`src/rtl/key_event.sv`:
```
// Key gesture decoder: turns a debounced key level into short/double/long/repeat pulses.
// One shared down-stream counter times the long hold, the double-click gap and the repeat period.
module key_event #(
  parameter int LONG_CNT   = 50_000_000,
  parameter int DCLICK_CNT = 15_000_000,
  parameter int REPEAT_CNT = 5_000_000,
  parameter int CNT_W      = 26
) (
  input  logic clk,
  input  logic rst,
  input  logic key_state,
  output logic key_down,
  output logic short_press,
  output logic double_click,
  output logic long_press,
  output logic key_repeat
);

  typedef enum logic [2:0] {
    IDLE   = 3'd0,
    PRESS1 = 3'd1,
    WAIT2  = 3'd2,
    PRESS2 = 3'd3,
    LONG   = 3'd4
  } state_t;

  localparam logic [CNT_W-1:0] LONG_TC   = CNT_W'(LONG_CNT - 1);
  localparam logic [CNT_W-1:0] DCLICK_TC = CNT_W'(DCLICK_CNT - 1);
  localparam logic [CNT_W-1:0] REPEAT_TC = CNT_W'(REPEAT_CNT - 1);

  state_t           state_q, state_d;
  logic [CNT_W-1:0] cnt_q, cnt_d;
  logic             key_d_q, key_d_d;
  logic             key_down_q, key_down_d;
  logic             short_press_q, short_press_d;
  logic             double_click_q, double_click_d;
  logic             long_press_q, long_press_d;
  logic             key_repeat_q, key_repeat_d;
  logic             press_edge, release_edge;

  assign press_edge   = key_d_q & ~key_state;
  assign release_edge = ~key_d_q & key_state;

  always_comb begin
    state_d        = state_q;
    cnt_d          = cnt_q;
    key_d_d        = key_state;
    key_down_d     = ~key_state;
    short_press_d  = 1'b0;
    double_click_d = 1'b0;
    long_press_d   = 1'b0;
    key_repeat_d   = 1'b0;
    case (state_q)
      IDLE: begin
        cnt_d = '0;
        if (press_edge) state_d = PRESS1;
      end
      PRESS1: begin
        // a release on the terminal cycle still counts as a short press
        if (release_edge) begin
          state_d = WAIT2;
          cnt_d   = '0;
        end else if (cnt_q == LONG_TC) begin
          state_d      = LONG;
          cnt_d        = '0;
          long_press_d = 1'b1;
        end else begin
          cnt_d = cnt_q + CNT_W'(1);
        end
      end
      WAIT2: begin
        if (press_edge) begin
          state_d = PRESS2;
          cnt_d   = '0;
        end else if (cnt_q == DCLICK_TC) begin
          state_d       = IDLE;
          cnt_d         = '0;
          short_press_d = 1'b1;
        end else begin
          cnt_d = cnt_q + CNT_W'(1);
        end
      end
      PRESS2: begin
        cnt_d = '0;
        if (release_edge) begin
          state_d        = IDLE;
          double_click_d = 1'b1;
        end
      end
      LONG: begin
        if (release_edge) begin
          state_d = IDLE;
          cnt_d   = '0;
        end else if (cnt_q == REPEAT_TC) begin
          cnt_d        = '0;
          key_repeat_d = 1'b1;
        end else begin
          cnt_d = cnt_q + CNT_W'(1);
        end
      end
      default: begin
        state_d = IDLE;
        cnt_d   = '0;
      end
    endcase
  end

  always_ff @(posedge clk) begin
    if (rst) begin
      state_q        <= IDLE;
      cnt_q          <= '0;
      key_d_q        <= 1'b1;
      key_down_q     <= 1'b0;
      short_press_q  <= 1'b0;
      double_click_q <= 1'b0;
      long_press_q   <= 1'b0;
      key_repeat_q   <= 1'b0;
    end else begin
      state_q        <= state_d;
      cnt_q          <= cnt_d;
      key_d_q        <= key_d_d;
      key_down_q     <= key_down_d;
      short_press_q  <= short_press_d;
      double_click_q <= double_click_d;
      long_press_q   <= long_press_d;
      key_repeat_q   <= key_repeat_d;
    end
  end

  assign key_down     = key_down_q;
  assign short_press  = short_press_q;
  assign double_click = double_click_q;
  assign long_press   = long_press_q;
  assign key_repeat   = key_repeat_q;

endmodule

```
`config.mk`:
```
export PLATFORM = sky130hd
export DESIGN_NAME = key_event
export DESIGN_NICKNAME = d
export VERILOG_FILES = /design/src/rtl/key_event.sv
export SDC_FILE = /design/constraint.sdc
export NUM_CORES = 1
export LEC_CHECK = 0
export CAP_MARGIN = 20
export CORE_ASPECT_RATIO = 2
export CORE_UTILIZATION = 44
export DETAILED_ROUTE_END_ITERATION = 8
export SETUP_SLACK_MARGIN = 0.1
export SLEW_MARGIN = 20
export SYNTH_ARGS = -nofsm -noshare
export SYNTH_HDL_FRONTEND = slang
export SYNTH_SLANG_ARGS = --single-unit
```
`constraint.sdc`:
```
create_clock -name clk -period 1.8 [get_ports clk]
set_clock_uncertainty 0.1 [all_clocks]
set_input_delay 0.27 -clock clk [delete_from_list [all_inputs] [get_ports clk]]
set_output_delay 0.27 -clock clk [all_outputs]
set_load 0.005 [all_outputs]
```
==> impl_metrics.csv <==
group,metric,value,unit
status,status,"complete, but fails checks",
status,violations,"setup timing",
power_and_ir_drop,clkPwrFrac,45.4,%
die,coreArea,4050,um^2
logic_synthesis,yosysWarnings,0,
finish,instances_no_fill,296,
sta,worst_slew_pin_slew,0.431,ns
clocking,root_buffer,"clkbuf_8",
finish,final_cell_area,2490,um^2
global_route,grt_pass1_wl,7.49,mm
finish,antenna_cells,0,
setup_path,max_stage_delay,0.43,ns
drt,drt_iter0_markers,42,
logic_synthesis,syn_nets,200,
die,die-area,4460,um^2
drt,antenna_left,0,
global_route,grt_overflow,0,
finish,multi_input_area,1120,um^2
drt,drc,0,
placement,port_buffers,7,
min_path,whs_path_depth,2,
clocking,clock_latency,0.29,ns
die,rows,33,
setup_path,cp_num_buf_inv,1,
global_route,antenna_found_initial,0,
setup_path,cp-start-kind,"register",
job,maxCapViolations,0,
power_and_ir_drop,vdd_drop_max,0.709,mV
placement,globalplace.congestion,0.850,
logic_synthesis,ys_ff_latch,35,
power_and_ir_drop,p_sw,0.000352,W
setup_path,crit_fanout,12,
sta,relSlewSlack,71.1,%
sta,hold_violations,0,
drt,wirelength,4.87,mm
logic_synthesis,synth_area,1840,um^2
sta,hold_slack,0.416,ns
sta,rsz0062_at_grt,"true",
setup_path,cp_top_family,"compound AO/OA/AOI/OAI gates",
power_and_ir_drop,combPwrFrac,6.0,%
clocking,htree_levels,2,
finish,drive_gt1_share,42.2,%
placement,dpl-instance-area,2250,um^2
setup_path,cp.arrival,1.91,ns
logic_synthesis,synth_cells,196,
clocking,numCtsBuffers,5,
sta,clock.fmax,545,MHz
drt,vias_per_cell,5.50,
setup_path,reg2reg_from,"cnt_q[9]",
sta,slew_violations,0,
drt,wl_per_cell,16.5,um
drt,vias,1628,
clocking,cts.sinks,35,
setup_path,r2r_slack,-0.04,ns
finish,fin_nets,247,
power_and_ir_drop,cell_internal_pwr,0.00127,W
clocking,cts_tree,"done",
setup_path,cp_slowest_cell,"dfxtp_1",
setup_path,rr_worst_depth,6,
logic_synthesis,async_flop_share,0,%
placement,place_inst,284,
power_and_ir_drop,leakage,0.930,nW
clocking,clock_tree.buffer_depth,2,
logic_synthesis,seq_area_frac_synth,38.0,%
die,dieWidth,47.8,um
finish,filler_cell_count,373,
min_path,min_path_type,"reg -> reg",
clocking,hold_buffers,0,
finish,synthToLayoutAreaGrowth,35.1,%
power_and_ir_drop,power.total,0.00162,W
die,initial_utilization,45.5,%
power_and_ir_drop,power_density,653,nW/um^2
drt,first_pass_iters,4,
power_and_ir_drop,p_sw_share,21.7,%
sta,fin_crit,1.84,ns
sta,period_share,102,%
sta,final-setup-viol-count,27,
setup_path,worst_setup_path_end_kind,"register",
finish,seq_area,718,um^2
setup_path,cp.required,1.87,ns
logic_synthesis,synth_edf_count,0,
power_and_ir_drop,sequentialPowerShare,48.6,%
setup_path,regToRegEndpoint,"cnt_q[3]",
setup_path,crit_chain,"and4b_1 > nand4_1 > o21a_1 > o21ai_4 > clkbuf_16 > a21oi_2",
logic_synthesis,avgSynthCellArea,9.40,um^2
logic_synthesis,ys_types,45,
logic_synthesis,ys.flop_type,"dfxtp_1",
setup_path,critPathKind,"reg -> reg",
min_path,hold_path_end,"cnt_q[0]",
min_path,holdCritStartpoint,"cnt_q[0]",
die,io_pins,8,
global_route,grt_util_all_layers,23.9,%
sta,setup_ws,-0.0361,ns
clocking,path_clk_slew,0.07,ns
global_route,grt_max_degree,26,
die,die_h,93.5,um
placement,post-dp-hpwl,3.52,mm
global_route,grt_pass1_vias,1672,
-- area by class of cell --
| cell class | instances | area share [%] |
|---|---|---|
| multi-input cells | 149 | 45.2 |
| flip-flops and latches | 35 | 28.9 |
| repair buffers | 51 | 18.5 |
| clock buffers | 6 | 3.32 |
| well taps | 52 | 2.61 |
| clock inverters | 2 | 1.41 |
| inverters | 1 | 0.151 |
-- stage by stage --
| step | util (%) | TNS (ns) | worst slack, ns |
|---|---|---|---|
| floorplan | - | -0.901 | -0.0474 |
| global placement | 55.5 | -1.14 | -0.0655 |
| detailed placement | 55.5 | -1.87 | -0.110 |
| CTS | 60.1 | -0.293 | -0.0335 |
| global route | 61.5 | -3.45 | -0.142 |
| finish | 61.5 | -0.510 | -0.0361 |
-- how the worst max path moves through the flow --
| stage | startpoint | endpoint | slack, ns | depth (start not counted) |
|---|---|---|---|---|
| floorplan | cnt_q[17] | cnt_q[2] | -0.05 | 7 |
| detailed placement | key_state | cnt_q[6] | -0.11 | 5 |
| CTS | cnt_q[17] | cnt_q[16] | -0.03 | 6 |
| global route | cnt_q[1] | cnt_q[24] | -0.14 | 7 |
| global placement | rst | cnt_q[19] | -0.07 | 6 |
| finish | cnt_q[9] | cnt_q[3] | -0.04 | 6 |
-- kinds of logic (layout without fill, tap and decap cells) --
group                    Yosys count  count (layout)  synth area share [%]
XOR/XNOR                          24              24                  11.4
flip-flops                        35              35                  38.0
AND/OR/NAND/NOR                   82              82                  28.1
AO/OA/AOI/OAI                     42              42                  16.6
adder cells (fa/ha/maj)            1               1                 0.679
buffers and inverters             12              60                  5.10
-- cells in the mapped netlist (2+ instances only) --
| master | n | area (um^2) |
|---|---|---|
| dfxtp_1 | 35 | 701 |
| a21oi_2 | 20 | 175 |
| xor2_1 | 19 | 166 |
| nand3_1 | 15 | 75.1 |
| nor2_1 | 11 | 41.3 |
| and3_1 | 10 | 62.6 |
| a21oi_1 | 9 | 45.0 |
| nand4_1 | 8 | 50.1 |
| nand2b_1 | 6 | 37.5 |
| clkbuf_1 | 5 | 18.8 |
| nand2_1 | 5 | 18.8 |
| xnor2_1 | 5 | 43.8 |
| nor3_1 | 4 | 20.0 |
| o21ai_0 | 4 | 20.0 |
| nor2b_1 | 3 | 18.8 |
| or2_2 | 3 | 18.8 |
| and2_1 | 2 | 12.5 |
| and4_1 | 2 | 17.5 |
| buf_12 | 2 | 40.0 |
| nor3b_1 | 2 | 15.0 |
| o21a_1 | 2 | 15.0 |
-- tightest hold or removal path, stage by stage (launching register included) --
cell	delay (ns)
dfxtp_2	0.33
buf_4	0.12
a21oi_2	0.03
-- registers in the layout, summed over array words and instances (netlist names) --
name / cells
cnt_q: 26
state_q: 3
double_click: 1
key_d_q: 1
key_down: 1
key_repeat: 1
long_press: 1
short_press: 1
-- power by group through the flow --
stage                     Sequential [W]  Clock [W]  Combinational [W]
after global routing            0.000790   0.000783           0.000105
after global placement          0.000807          0          0.0000804
final                           0.000789   0.000737          0.0000977
after floorplan                 0.000802          0          0.0000525
after detailed placement        0.000808          0          0.0000828
after CTS                       0.000789   0.000751          0.0000860
-- cell usage in the layout (no fill, tap or decap), drive strengths merged, types with 2 or more instances in the layout --
cell type / n
a21oi: 29
and2: 2
and3: 11
and4: 2
buf: 43
clkbuf: 7
clkdlybuf4s50: 7
dfxtp: 35
nand2: 5
nand2b: 7
nand3: 15
nand4: 8
nor2: 11
nor2b: 3
nor3: 4
nor3b: 2
o21a: 2
o21ai: 5
or2: 3
or4b: 2
xnor2: 5
xor2: 19
-- routing by layer --
| metal | global-route usage [%] | routed length [um] | vias to the layer above |
|---|---|---|---|
| li1 | - | - | 795 |
| met1 | 21.2 | 1670 | 793 |
| met2 | 45.5 | 2950 | 27 |
| met3 | 5.21 | 110 | 13 |
| met4 | 10.4 | 138 | 0 |
| met5 | 0 | 0 | - |
-- what timing repair did --
item,CTS,global route
cloned,0,1
pin swaps,14,0
setup endpoints to repair,28,30
gates resized for setup,16,6
setup buffers,3,0
Note: power is estimated with default switching activity, not from simulation.
